--- src/rtl/weekly_alarm_pkg.sv ---
// Shared time limits, FSM state codes and a setting validity helper.
package weekly_alarm_pkg;

   localparam int SEC_MAX  = 59;
   localparam int MIN_MAX  = 59;
   localparam int HOUR_MAX = 23;
   localparam int WDAY_MAX = 6;

   typedef enum logic [1:0] {
      ST_IDLE  = 2'd0,
      ST_ARMED = 2'd1,
      ST_RING  = 2'd2,
      ST_SNZ   = 2'd3
   } state_t;

   // True when hh:mm is a legal time of day.
   function automatic logic hm_valid(input logic [4:0] hh, input logic [5:0] mm);
      return (hh <= 5'(HOUR_MAX)) && (mm <= 6'(MIN_MAX));
   endfunction

endpackage

--- src/rtl/weekly_alarm_if.sv ---
// Time inputs, alarm programming, user controls and status outputs of the alarm.
interface weekly_alarm_if;

   logic [5:0] s;
   logic [5:0] m;
   logic [4:0] h;
   logic [2:0] w;
   logic       set_en;
   logic [4:0] set_h;
   logic [5:0] set_m;
   logic [6:0] set_wmask;
   logic       arm;
   logic       disarm;
   logic       snooze;
   logic       stop;
   logic       ring;
   logic       snoozing;
   logic       armed;
   logic [1:0] snooze_cnt;

   modport master (
      output s, m, h, w, set_en, set_h, set_m, set_wmask, arm, disarm, snooze, stop,
      input  ring, snoozing, armed, snooze_cnt
   );

   modport slave (
      input  s, m, h, w, set_en, set_h, set_m, set_wmask, arm, disarm, snooze, stop,
      output ring, snoozing, armed, snooze_cnt
   );

endinterface

--- src/rtl/weekly_alarm_hm_add.sv ---
// Combinational hh:mm + minutes with minute carry and midnight wrap.
module hm_add
   import weekly_alarm_pkg::*;
(
   input  logic [4:0] h_in,
   input  logic [5:0] m_in,
   input  logic [5:0] add,
   output logic [4:0] h_out,
   output logic [5:0] m_out
);

   logic [6:0] m_sum;

   // Sum in 7 bits so the carry out of the minute field is never lost.
   always_comb begin
      m_sum = {1'b0, m_in} + {1'b0, add};
      h_out = h_in;
      m_out = m_sum[5:0];
      if (m_sum > 7'(MIN_MAX)) begin
         m_out = 6'(m_sum - 7'(MIN_MAX + 1));
         h_out = (h_in >= 5'(HOUR_MAX)) ? 5'd0 : h_in + 5'd1;
      end
   end

endmodule

--- src/rtl/weekly_alarm.sv ---
// Weekly alarm: hh:mm + weekday-mask match against live time, ring/snooze FSM,
// snooze wake time and ring auto-stop timer.
module weekly_alarm
   import weekly_alarm_pkg::*;
#(
   parameter int SNOOZE_MIN = 5,
   parameter int RING_SEC   = 60,
   parameter int MAX_SNOOZE = 3
) (
   input logic           clk,
   input logic           rst,
   weekly_alarm_if.slave bus
);

   localparam logic [7:0] RING_LIM = 8'(RING_SEC);
   localparam logic [1:0] SNZ_LIM  = 2'(MAX_SNOOZE);
   localparam logic [5:0] SNZ_ADD  = 6'(SNOOZE_MIN);

   state_t     state, state_n;
   logic [4:0] alarm_h, wake_h, nxt_h;
   logic [5:0] alarm_m, wake_m, nxt_m;
   logic [6:0] wmask;
   logic [5:0] s_q;
   logic       match_q, wake_q;
   logic [7:0] timer, timer_n;
   logic [1:0] cnt, cnt_n;
   logic       wake_ld;
   logic       ring_q, snz_q, armed_q;

   logic match_c, wake_c, match_edge, wake_edge, tick;

   // Weekday is range-checked first so w==7 never selects a mask bit.
   assign match_c = (bus.s == 6'd0) && (bus.m == alarm_m) && (bus.h == alarm_h)
                  && (bus.w <= 3'(WDAY_MAX)) && wmask[bus.w];
   assign wake_c     = (bus.s == 6'd0) && (bus.m == wake_m) && (bus.h == wake_h);
   assign match_edge = match_c && !match_q;
   assign wake_edge  = wake_c && !wake_q;
   assign tick       = (bus.s != s_q);

   hm_add u_hm_add (
      .h_in  (bus.h),
      .m_in  (bus.m),
      .add   (SNZ_ADD),
      .h_out (nxt_h),
      .m_out (nxt_m)
   );

   // Next state, snooze count and ring timer; disarm overrides every state.
   always_comb begin
      state_n = state;
      cnt_n   = cnt;
      timer_n = timer;
      wake_ld = 1'b0;
      if (bus.disarm) begin
         state_n = ST_IDLE;
         cnt_n   = 2'd0;
         timer_n = 8'd0;
      end else begin
         case (state)
            ST_IDLE: if (bus.arm) state_n = ST_ARMED;
            ST_ARMED: if (match_edge) begin
               state_n = ST_RING;
               timer_n = 8'd0;
               cnt_n   = 2'd0;
            end
            ST_RING: begin
               if (bus.stop) begin
                  state_n = ST_ARMED;
                  cnt_n   = 2'd0;
               end else if (bus.snooze && (cnt < SNZ_LIM)) begin
                  state_n = ST_SNZ;
                  cnt_n   = cnt + 2'd1;
                  wake_ld = 1'b1;
               end else if (tick) begin
                  // A snooze refused at the limit falls through so the timer still runs.
                  if (timer + 8'd1 == RING_LIM) begin
                     state_n = ST_ARMED;
                     cnt_n   = 2'd0;
                     timer_n = 8'd0;
                  end else begin
                     timer_n = timer + 8'd1;
                  end
               end
            end
            ST_SNZ: begin
               if (bus.stop) begin
                  state_n = ST_ARMED;
                  cnt_n   = 2'd0;
               end else if (wake_edge) begin
                  state_n = ST_RING;
                  timer_n = 8'd0;
               end
            end
            default: state_n = ST_IDLE;
         endcase
      end
   end

   // State, counters and registered status outputs.
   always_ff @(posedge clk) begin
      if (rst) begin
         state   <= ST_IDLE;
         cnt     <= 2'd0;
         timer   <= 8'd0;
         ring_q  <= 1'b0;
         snz_q   <= 1'b0;
         armed_q <= 1'b0;
      end else begin
         state   <= state_n;
         cnt     <= cnt_n;
         timer   <= timer_n;
         ring_q  <= (state_n == ST_RING);
         snz_q   <= (state_n == ST_SNZ);
         armed_q <= (state_n != ST_IDLE);
      end
   end

   // Alarm setting, wake time and the edge/tick history registers.
   always_ff @(posedge clk) begin
      if (rst) begin
         alarm_h <= 5'd0;
         alarm_m <= 6'd0;
         wmask   <= 7'd0;
         wake_h  <= 5'd0;
         wake_m  <= 6'd0;
         s_q     <= 6'd0;
         match_q <= 1'b0;
         wake_q  <= 1'b0;
      end else begin
         if (bus.set_en && hm_valid(bus.set_h, bus.set_m)) begin
            alarm_h <= bus.set_h;
            alarm_m <= bus.set_m;
            wmask   <= bus.set_wmask;
         end
         if (wake_ld) begin
            wake_h <= nxt_h;
            wake_m <= nxt_m;
         end
         s_q     <= bus.s;
         match_q <= match_c;
         wake_q  <= wake_c;
      end
   end

   assign bus.ring       = ring_q;
   assign bus.snoozing   = snz_q;
   assign bus.armed      = armed_q;
   assign bus.snooze_cnt = cnt;

endmodule

--- src/flat_wrapper.sv ---
// flat-port wrapper written by rule: the top's interface ports become plain ports
module weekly_alarm_flat import weekly_alarm_pkg::*;
#(
   parameter int SNOOZE_MIN = 5,
   parameter int RING_SEC   = 60,
   parameter int MAX_SNOOZE = 3
)
  (clk, rst, bus_s, bus_m, bus_h, bus_w, bus_set_en, bus_set_h, bus_set_m, bus_set_wmask, bus_arm, bus_disarm, bus_snooze, bus_stop, bus_ring, bus_snoozing, bus_armed, bus_snooze_cnt);
  weekly_alarm_if bus_i ();
  input logic clk;
  input logic rst;
  input wire logic [$bits(bus_i.s)-1:0] bus_s;
  input wire logic [$bits(bus_i.m)-1:0] bus_m;
  input wire logic [$bits(bus_i.h)-1:0] bus_h;
  input wire logic [$bits(bus_i.w)-1:0] bus_w;
  input wire logic [$bits(bus_i.set_en)-1:0] bus_set_en;
  input wire logic [$bits(bus_i.set_h)-1:0] bus_set_h;
  input wire logic [$bits(bus_i.set_m)-1:0] bus_set_m;
  input wire logic [$bits(bus_i.set_wmask)-1:0] bus_set_wmask;
  input wire logic [$bits(bus_i.arm)-1:0] bus_arm;
  input wire logic [$bits(bus_i.disarm)-1:0] bus_disarm;
  input wire logic [$bits(bus_i.snooze)-1:0] bus_snooze;
  input wire logic [$bits(bus_i.stop)-1:0] bus_stop;
  output wire logic [$bits(bus_i.ring)-1:0] bus_ring;
  output wire logic [$bits(bus_i.snoozing)-1:0] bus_snoozing;
  output wire logic [$bits(bus_i.armed)-1:0] bus_armed;
  output wire logic [$bits(bus_i.snooze_cnt)-1:0] bus_snooze_cnt;
  assign bus_i.s = bus_s;
  assign bus_i.m = bus_m;
  assign bus_i.h = bus_h;
  assign bus_i.w = bus_w;
  assign bus_i.set_en = bus_set_en;
  assign bus_i.set_h = bus_set_h;
  assign bus_i.set_m = bus_set_m;
  assign bus_i.set_wmask = bus_set_wmask;
  assign bus_i.arm = bus_arm;
  assign bus_i.disarm = bus_disarm;
  assign bus_i.snooze = bus_snooze;
  assign bus_i.stop = bus_stop;
  assign bus_ring = bus_i.ring;
  assign bus_snoozing = bus_i.snoozing;
  assign bus_armed = bus_i.armed;
  assign bus_snooze_cnt = bus_i.snooze_cnt;
  weekly_alarm #(.SNOOZE_MIN(SNOOZE_MIN), .RING_SEC(RING_SEC), .MAX_SNOOZE(MAX_SNOOZE)) u_core (.clk(clk), .rst(rst), .bus(bus_i));
endmodule
--- config.mk ---
export PLATFORM = sky130hd
export DESIGN_NAME = weekly_alarm_flat
export DESIGN_NICKNAME = d
export VERILOG_FILES = /design/src/rtl/weekly_alarm_pkg.sv /design/src/rtl/weekly_alarm_if.sv /design/src/rtl/weekly_alarm_hm_add.sv /design/src/rtl/weekly_alarm.sv /design/src/flat_wrapper.sv
export SDC_FILE = /design/constraint.sdc
export NUM_CORES = 1
export LEC_CHECK = 0
export CORE_MARGIN = 2
export CORE_UTILIZATION = 30
export DETAILED_ROUTE_END_ITERATION = 10
export SLEW_MARGIN = 20
export SYNTH_ARGS = -nofsm -noshare
export SYNTH_HDL_FRONTEND = slang
export SYNTH_HIERARCHICAL = 1
export SYNTH_SLANG_ARGS = --single-unit
--- constraint.sdc ---
create_clock -name clk -period 8.1 [get_ports clk]
set_clock_uncertainty 0.15 [all_clocks]
set_input_delay 0.81 -clock clk [delete_from_list [all_inputs] [get_ports clk]]
set_output_delay 0.81 -clock clk [all_outputs]
set_load 0.01 [all_outputs]
---- Word-level counts from Yosys, hierarchy flattened ----
Cells that the tools add are included.
W data, S select, Z words.
cells by class
  reduce and logical (&&, ||, !) cells .... 20
  equality and inequality tests ........... 20
  order comparisons ....................... 7
  add/sub/neg operators ................... 5
  multiplexer cells ....................... 34
operator list
  cell                   number
  $mux W8                7
  $mux W2                15
  $pmux W8 S3            1
  $eq A6 B6 Y1           2
  $logic_and A1 B1 Y1    11
  $eq A5 B5 Y1           2
  $mux W5                2
  $add A8 B1 Y8 const B  1
  $eq A2 B2 Y1 const B   4
  $eq A8 B6 Y1 const B   1
  $ne A2 B2 Y1 const B   4
  $ne A4 B2 Y1 const B   2
  $pmux W2 S4            1
  $add A6 B3 Y7 const B  1
  $gt A7 B6 Y1 const B   1
  $reduce_and A7 Y1      1
  $le A6 B6 Y1 const B   1
  $logic_not A6 Y1       1
  $mux W6                1
  $ne A2 B1 Y1 const B   3
  $ne A6 B6 Y1           1
  $pmux W2 S3            1
  $sub A6 B6 Y6 const B  1
  $add A5 B1 Y5 const B  1
  15 further kinds       20
word-level totals
  logic and storage cells ................. 100
  flip-flop bits (word level) ............. 52
  input bits .............................. 45
  output and inout bits ................... 5

---- Longest topological paths before layout ----
Gate-level depths: netlist of run 1.
  depth in word-level cells ............... 10
  depth in mapped cells ................... 12
  mapped depth without buffers ............ 12

---- Cells and area by module ----
The synthesis of run 1 kept the hierarchy.
modules (own cells, without submodules)
  module        seq. area each (µm²)  instances  cells an instance  area an instance (µm²)
  weekly_alarm  1041.0                1          299                2573.7
  hm_add        0.0                   1          68                 586.8

---- Worst setup path before layout of run 1 ----
No wires, ideal clock.
  kind .................................... in2reg
  start ................................... input port bus_m[1]
  end ..................................... register u_core.wake_h[0]
  setup time .............................. 0.128 ns
  cell stages on the path ................. 12
  path buffers ............................ 0
  data arrival time ....................... 3.135 ns
  data required time ...................... 7.822 ns
  path slack .............................. 4.687 ns
  cell sequence ........................... ha_1 a21o_1 a211oi_1 nor2_1 ha_1 and3_1 a21oi_1 nand2_1 o21ai_4 mux2_4 mux2i_1 nor2_1
on the way
  word-level cells in the longest chain between the ends .. 3
ends and longest elaborated chain
  item                  RTL line                   text
  from (decl)           flat_wrapper.sv:13         input wire logic [$bits(bus_i.m)-1:0] bus_m;
  $add A6 B3 Y7         weekly_alarm_hm_add.sv:16  m_sum = {1'b0, m_in} + {1'b0, add};
  $gt A7 B6 Y1          weekly_alarm_hm_add.sv:19  if (m_sum > 7'(MIN_MAX)) begin
  $mux W5               weekly_alarm_hm_add.sv:19
  via u_core.nxt_h[0]   weekly_alarm.sv:20         logic [4:0] alarm_h, wake_h, nxt_h;
  to (signal assigned)  weekly_alarm.sv:136        wake_h <= nxt_h;
  to (decl)             weekly_alarm.sv:20
The timed path passes the listed nets, and every way through them passes these cells.
A chain may end at the register's enable or synchronous reset.

---- Final worst setup path of run 1 ----
  start ................................... input port bus_m[1]
  end ..................................... register u_core.wake_h[1]
The elaborated chain is that of the path after synthesis.

==> impl_results.md, run 1 <==
- Die Footprint: 11400 µm²
- Detailed Route Iter0 Violations: ~100
- Hold Fails Final Rpt: 0
- Post-CTS Hold Buffers: 0
- Synth warn: 6
- Hold Slack: ~300 ps
- CP endpoint kind: register
- Worst slew margin: between 50% and 60%
- Worst Path Max Fanout: 4
- Average routed wire per standard cell: 13.4 µm
- Crit. path cell count: 13
- First-pass GRT wire length: about 12000 µm
- Crit path cell chain: clkdlybuf4s50_1 > ha_1 > a21o_1 > a211oi_1 > nor2_1 > ha_1 > and3_1 > a21oi_1 > nand2_1 > o21ai_4 > mux2_4 > mux2i_1 > nor2_1
- Async SR Flop Fraction: 0%
- Max Root-Sink Buffers: 2
- Nets: 475
- ANT nets after route: 0
- Detailed Place HPWL: 5730 µm
- Num ports: 50
- Worst setup path start: bus_m[1]
- GRT overflow: 0
- Netlist Area Pre-Place: 3160 µm²
- CP Class: input pin to register
- Via/cell ratio: roughly 5.0
- CTS root buf: clkbuf_8
- Critical Path Slowest Stage Cell: clkdlybuf4s50_1
- Synth Register Bits: 52
- Fmax: between 200 and 300 MHz
- Vias in the first global route: between 2000 and 3000
- Post-CTS Resized: 0
- Slew Limit Fails: 0
- Buf+Inv Stages, Crit Path: 1
- Vias: 2793
- Port Buffers: between 40 and 50
- Power per cell area: around 150 nW/µm²
- Cell count after synthesis: around 370
- Synth unique cells: 62
- Worst-path clk slew: 90 ps
- H-tree depth: 2
- Number of flops mapped to enable cells by yosys: 0
- Clk sinks: 52
- Final period demand of the worst path: 3880 ps
- FF-to-FF Start: u_core/timer[4]
- Hold depth: 2
- Post-CTS Setup Repair Bufs: 0
- Worst Reg-to-Reg Cells: 7
- Die X: between 100 and 150 µm
- Delay-heaviest family, CP: compound AO/OA/AOI/OAI gates
- CP max stage delay: ~530 ps
- Initial antenna violation count: 0
- DIE HEIGHT: 107 µm
- CP startpoint kind: input pin
- TNS Setup: 0 ps
- All-Layer GR Usage: between 10% and 20%
- Min-Delay Startpoint: u_core/wmask[0]
- Clk_lat worst skew: ~300 ps
- Ratio of cells with drive above 1 in the final layout: 9.07%
- CTS tree: done
- Core ar.: 10300 µm²
- Drc violations: 0
- RePlAce Congestion: ~0.84
- Max-Cap Viols: 0
- Initial Util: ~30%
- Final Setup Violations: 0
- WL final: 7440 µm
- Fillers: between 1000 and 1500
- Mapped Avg Cell Area: about 8.6 µm²
- Worst-margin pin slew: about 690 ps
- Hold Path Class: register to register
- Data arrival, critical path: between 3000 and 4000 ps
- Total CTS buffers: 5
- Layout area overhead: 23.6%
- RSZ-0062 raised after global routing: no
- Sequential area share after synthesis: between 30% and 40%
- Critical path required time: 8140 ps
- N_diodes: 0
- Status: finished clean
- Largest net degree at the start of global routing: between 40 and 50
- Max VDD drop: between 0.1 and 0.15 mV
- Leak: between 1 and 1.5 nW
- Ys flop type: dfxtp_1
- FP Rows: 37
- Fin crit share: a little under half
- First-pass DRT Iterations: 4
-- report_power, final --
part | internal [mW] | leakage (nW) | switching (mW)
Clock | 0.0919 | 0.0552 | 0.0868
Sequential | 0.263 | 0.424 | 0.00432
Combinational | 0.0656 | 0.875 | 0.0671
Total | 0.420 | 1.35 | 0.158
-- synth_stat cells (all sizes together) (2+ instances only) --
library cell / instances / share of area (%)
nor2b: 12 / 2.4
a21oi: 33 / 5.9
o211ai: 3 / 0.71
a41oi: 2 / 0.55
clkbuf: 7 / 0.83
a2111oi: 3 / 0.83
inv: 7 / 0.83
a21o: 5 / 1.2
nor3b: 2 / 0.63
nor2: 34 / 4.0
nand3: 12 / 2.2
or4: 2 / 0.71
a311oi: 4 / 1.1
xnor2: 30 / 8.3
ha: 11 / 4.4
or3: 4 / 0.79
nor4: 4 / 1.3
a211oi: 7 / 2.0
buf: 5 / 1.2
and3: 4 / 0.83
o21a: 3 / 0.71
o22ai: 2 / 0.40
nor3: 5 / 0.79
nand2b: 3 / 0.59
nand2: 44 / 5.2
o21ai: 7 / 1.5
conb: 2 / 0.24
or2: 4 / 0.79
a31o: 2 / 0.55
nand4: 12 / 2.6
xor2: 2 / 0.55
dfxtp: 52 / 33
a31oi: 6 / 1.7
mux2i: 13 / 4.1
nand3b: 3 / 0.71
mux2: 4 / 1.9
-- kinds of logic after synthesis --
kind of cell | Yosys count | synth area share (%)
AOI/OAI and AO/OA | 83 | 19.0
xor gates and xnor gates | 32 | 8.87
adders and majority gates | 12 | 4.99
buffers and inverters | 19 | 2.89
DFF | 52 | 32.9
muxes | 17 | 6.02
other | 2 | 0.238
and+or+nand+nor | 150 | 25.0
-- worst register-to-register path, cell delays in order, from the launching register on --
cell,delay [ps]
dfxtp_1,480
nand3_2,160
or4_4,510
a31oi_1,350
a21o_1,190
a221o_2,170
inv_1,50
and3_1,150
-- metal layers --
metal	GRT usage, %	vias up	part of all wire (%)
met5	0	-	0
met4	4.17	0	0.85
met3	2.19	5	3.7
met2	22.8	50	48
met1	17.4	1314	47
li1	-	1424	-
-- path summary, 6_finish.rpt --
| path | endpoint | slack, ps |
|---|---|---|
| max | u_core/wake_h[1] | 4220 |
| min | u_core/wmask[0] | 300 |
| max reg2reg | u_core/bus.ring | 5810 |
| min reg2reg | u_core/wmask[0] | 300 |
-- state kept, by name (all words and copies together), names as in the netlist, 2 cells and up --
register / flops
u_core/alarm_m: 6
u_core/state: 2
u_core/timer: 8
u_core/s_q: 6
u_core/bus.snooze_cnt: 2
u_core/alarm_h: 5
u_core/wmask: 7
u_core/wake_h: 5
u_core/wake_m: 6
-- placed cells by master (no fill, tap or decap), types with 4 or more instances in the layout --
| cell | n |
|---|---|
| nor3_1 | 5 |
| a31oi_1 | 5 |
| a21o_1 | 5 |
| o21ai_0 | 6 |
| nand3_1 | 10 |
| a21oi_1 | 30 |
| mux2i_1 | 13 |
| conb_1 | 7 |
| mux2_4 | 4 |
| or3_1 | 4 |
| nor2_1 | 34 |
| inv_1 | 6 |
| a311oi_1 | 4 |
| dfxtp_1 | 52 |
| clkbuf_8 | 5 |
| xnor2_1 | 30 |
| nand4_1 | 11 |
| nand2_1 | 44 |
| a211oi_1 | 5 |
| nor2b_1 | 12 |
| ha_1 | 11 |
| clkdlybuf4s50_1 | 49 |
-- metrics by stage --
| step | utilization (%) | power [mW] | instances | cell area [µm²] | setup slack, ps |
|---|---|---|---|---|---|
| after CTS | 38.0 | 0.583 | 555 | 3900 | 4240 |
| final | 38.0 | 0.578 | 555 | 3910 | 4220 |
| after floorplan | - | 0.360 | 372 | 3180 | 4690 |
| after detailed placement | 36.9 | 0.405 | 547 | 3800 | 3900 |
| after global placement | 36.9 | 0.403 | 547 | 3800 | 3980 |
| after global routing | 38.0 | 0.608 | 555 | 3910 | 4030 |
-- layout make-up --
type | count | area, µm² | area share, %
well taps | 136 | 170 | 4.35
repair buffers | 51 | 505 | 12.9
clock buffers | 6 | 72.6 | 1.86
flip-flops and latches | 52 | 1040 | 26.6
multi-input cells | 301 | 2060 | 52.6
clock inverters | 2 | 35.0 | 0.897
inverters | 7 | 26.3 | 0.672
(Power assumes the default switching activity.)
==> inputs of run 2 (changes only) <==
==> constraint.sdc (replaced) <==
create_clock -name clk -period 3.8 [get_ports clk]
set_clock_uncertainty 0.15 [all_clocks]
set_input_delay 0.38 -clock clk [delete_from_list [all_inputs] [get_ports clk]]
set_output_delay 0.38 -clock clk [all_outputs]
set_load 0.01 [all_outputs]
==> run 2 against run 1 <==
Critical path depth unchanged. Worst hold slack better by 3.2 ps. Via count about the same. Register-to-register slack worse by 4300 ps. Clock power up 88%. Final cell count up 0.90%. Total power up 110%. Critical path type unchanged. Highest routed layer unchanged.
==> impl_results.md, run 2 (same netlist as run 1, synthesis figures left out) <==
- Status: finished clean
- Pre-CTS setup slack: around 190 ps
- Worst Reg-to-Reg Cells: 7
- Num ports: 50
- CP Class: input pin to register
- DIE HEIGHT: between 100 and 150 µm
- CTS tree: done
- Hold depth: 2
- Final Setup Violations: 0
- Post-CTS Setup Repair Bufs: 0
- Delay-heaviest family, CP: compound AO/OA/AOI/OAI gates
- GRT overflow: 0
- FP Rows: 37
- CTS root buf: clkbuf_8
- CP endpoint kind: register
- Sw frac: between 20% and 30%
- Die X: ~110 µm
- Max-Cap Viols: 0
- CP startpoint kind: input pin
- Average routed wire per standard cell: roughly 14 µm
- H-tree depth: 2
- Clk pwr share: 28.1%
- First-pass DRT Iterations: 4
- Vias: 2792
- Worst-margin pin slew: slightly above 700 ps
- Most frequent cells in the layout: dfxtp_1, clkdlybuf4s50_1, nand2_1
- Data arrival, critical path: around 3300 ps
- Buf+Inv Stages, Crit Path: 1
- Critical path required time: between 3000 and 4000 ps
- Hold Fails Final Rpt: 0
- Max VDD drop: 0.156 mV
- Nets: 480
- Max reg flops: 8
- Port Buffers: 49
- Fin crit share: between 80% and 90%
- Clk sinks: 52
- Core ar.: approximately 10000 µm²
- Via/cell ratio: ~5.0
- Slew Limit Fails: 0
- Sequential share of power: ~48%
- All-Layer GR Usage: a little over an eighth
- Leading registers by flop count: u_core/timer (8), u_core/wmask (7)
- First-pass GRT wire length: ~12000 µm
- Crit path cell chain: clkdlybuf4s50_1 > ha_1 > a21o_1 > a211oi_1 > nor2_1 > ha_1 > and3_1 > a21oi_1 > nand2_1 > o21ai_4 > mux2_4 > mux2i_1 > nor2_1
- Final period demand of the worst path: between 3000 and 4000 ps
- Worst-path clk slew: around 100 ps
- Detailed Route Iter0 Violations: 88
- Largest net degree at the start of global routing: 30
- RePlAce Congestion: 0.851
- Fmax: around 310 MHz
- Comb power frac: 24.2%
- Hold Slack: around 310 ps
- Crit. path cell count: 13
- Post-CTS Resized: 0
- Sw Pwr: 0.340 mW
- Die Footprint: around 11000 µm²
- Worst Path Max Fanout: 4
- Post-CTS Hold Buffers: 0
- Critical Path Slowest Stage Cell: clkdlybuf4s50_1
- Vias in the first global route: 2713
- Detailed Place HPWL: 5940 µm
- Drc violations: 0
- Pint: 0.854 mW
- Total CTS buffers: 5
- N_diodes: 0
- WL final: 7580 µm
- CP max stage delay: about 520 ps
- Max Root-Sink Buffers: 2
- Leak: ~1.4 nW
- Initial antenna violation count: 0
- RSZ-0062 raised after global routing: no
- Hold Path Class: register to register
- Ratio of cells with drive above 1 in the final layout: 9.91%
- ANT nets after route: 0
- TNS Setup: 0 ps
- Setup WS post-layout: 533 ps
- Clk_lat worst skew: about 310 ps
- Commonest non-fill, non-tap cell in the layout: dfxtp_1
- Initial Util: about 30%
- Largest Register: u_core/timer
- Worst slew margin: between 50% and 60%
- Layout area overhead: 24.3%
- Power per cell area: 304 nW/µm²
[run 2: changes by cell type in the layout (fill, tap and decap cells not counted), sizes merged]
cell and change:
buf +5, bufinv -1, clkbuf +1, clkinv -1, clkinvlp +1
[run 2: worst min-delay path: stages (launching register included)]
cell and delay, ps:
dfxtp_1 320, nand2_1 50, a21oi_1 50
[run 2: final timing paths]
path / end / start / slack, ps
min: u_core/wmask[0] / u_core/wmask[0] / 310
max reg2reg: u_core/bus.ring / u_core/timer[4] / 1510
max: u_core/wake_h[1] / bus_m[1] / 530
min reg2reg: u_core/wmask[0] / u_core/wmask[0] / 310
[run 2: layout make-up]
class	instances	area [µm²]
sequential	52	1040
clock inverter	1	7.51
tap	136	170
multi-input combinational	301	2050
inverter	7	26.3
timing repair buffer	56	543
clock buffer	7	86.3
fill	1075	6350
[run 2: power groups by stage]
stage	registers (mW)	clock network, mW	logic (mW)
global route	0.571	0.376	0.317
global placement	0.582	0	0.284
detailed placement	0.582	0	0.289
CTS	0.569	0.347	0.290
finish	0.569	0.336	0.290
floorplan	0.579	0	0.187
[run 2: per-stage QoR]
stage	utilization, %	power (mW)	std cells	area [µm²]
finish	38.2	1.19	560	3930
global route	38.2	1.26	560	3930
CTS	38.2	1.21	560	3930
detailed placement	37.3	0.871	552	3830
global placement	37.3	0.866	552	3830
floorplan	-	0.767	372	3180
[run 2: layer usage]
layer	routed length (µm)	track usage, %	up-vias	share of wire [%]
met5	0	0	-	0
met4	68	4.55	0	0.90
met3	350	3.28	6	4.6
met2	3770	23.7	52	50
met1	3390	16.4	1307	45
li1	-	-	1427	-
==> inputs of run 3 (changes only) <==
--- a/config.mk
+++ b/config.mk
@@ -8,7 +8,7 @@
 export CORE_MARGIN = 2
 export CORE_UTILIZATION = 30
 export DETAILED_ROUTE_END_ITERATION = 10
-export SLEW_MARGIN = 20
+export SLEW_MARGIN = 0
 export SYNTH_ARGS = -nofsm -noshare
 export SYNTH_HDL_FRONTEND = slang
 export SYNTH_HIERARCHICAL = 1
==> results of run 3 <==
Same layout as run 2: the final DEF is identical, and so are final timing and power.
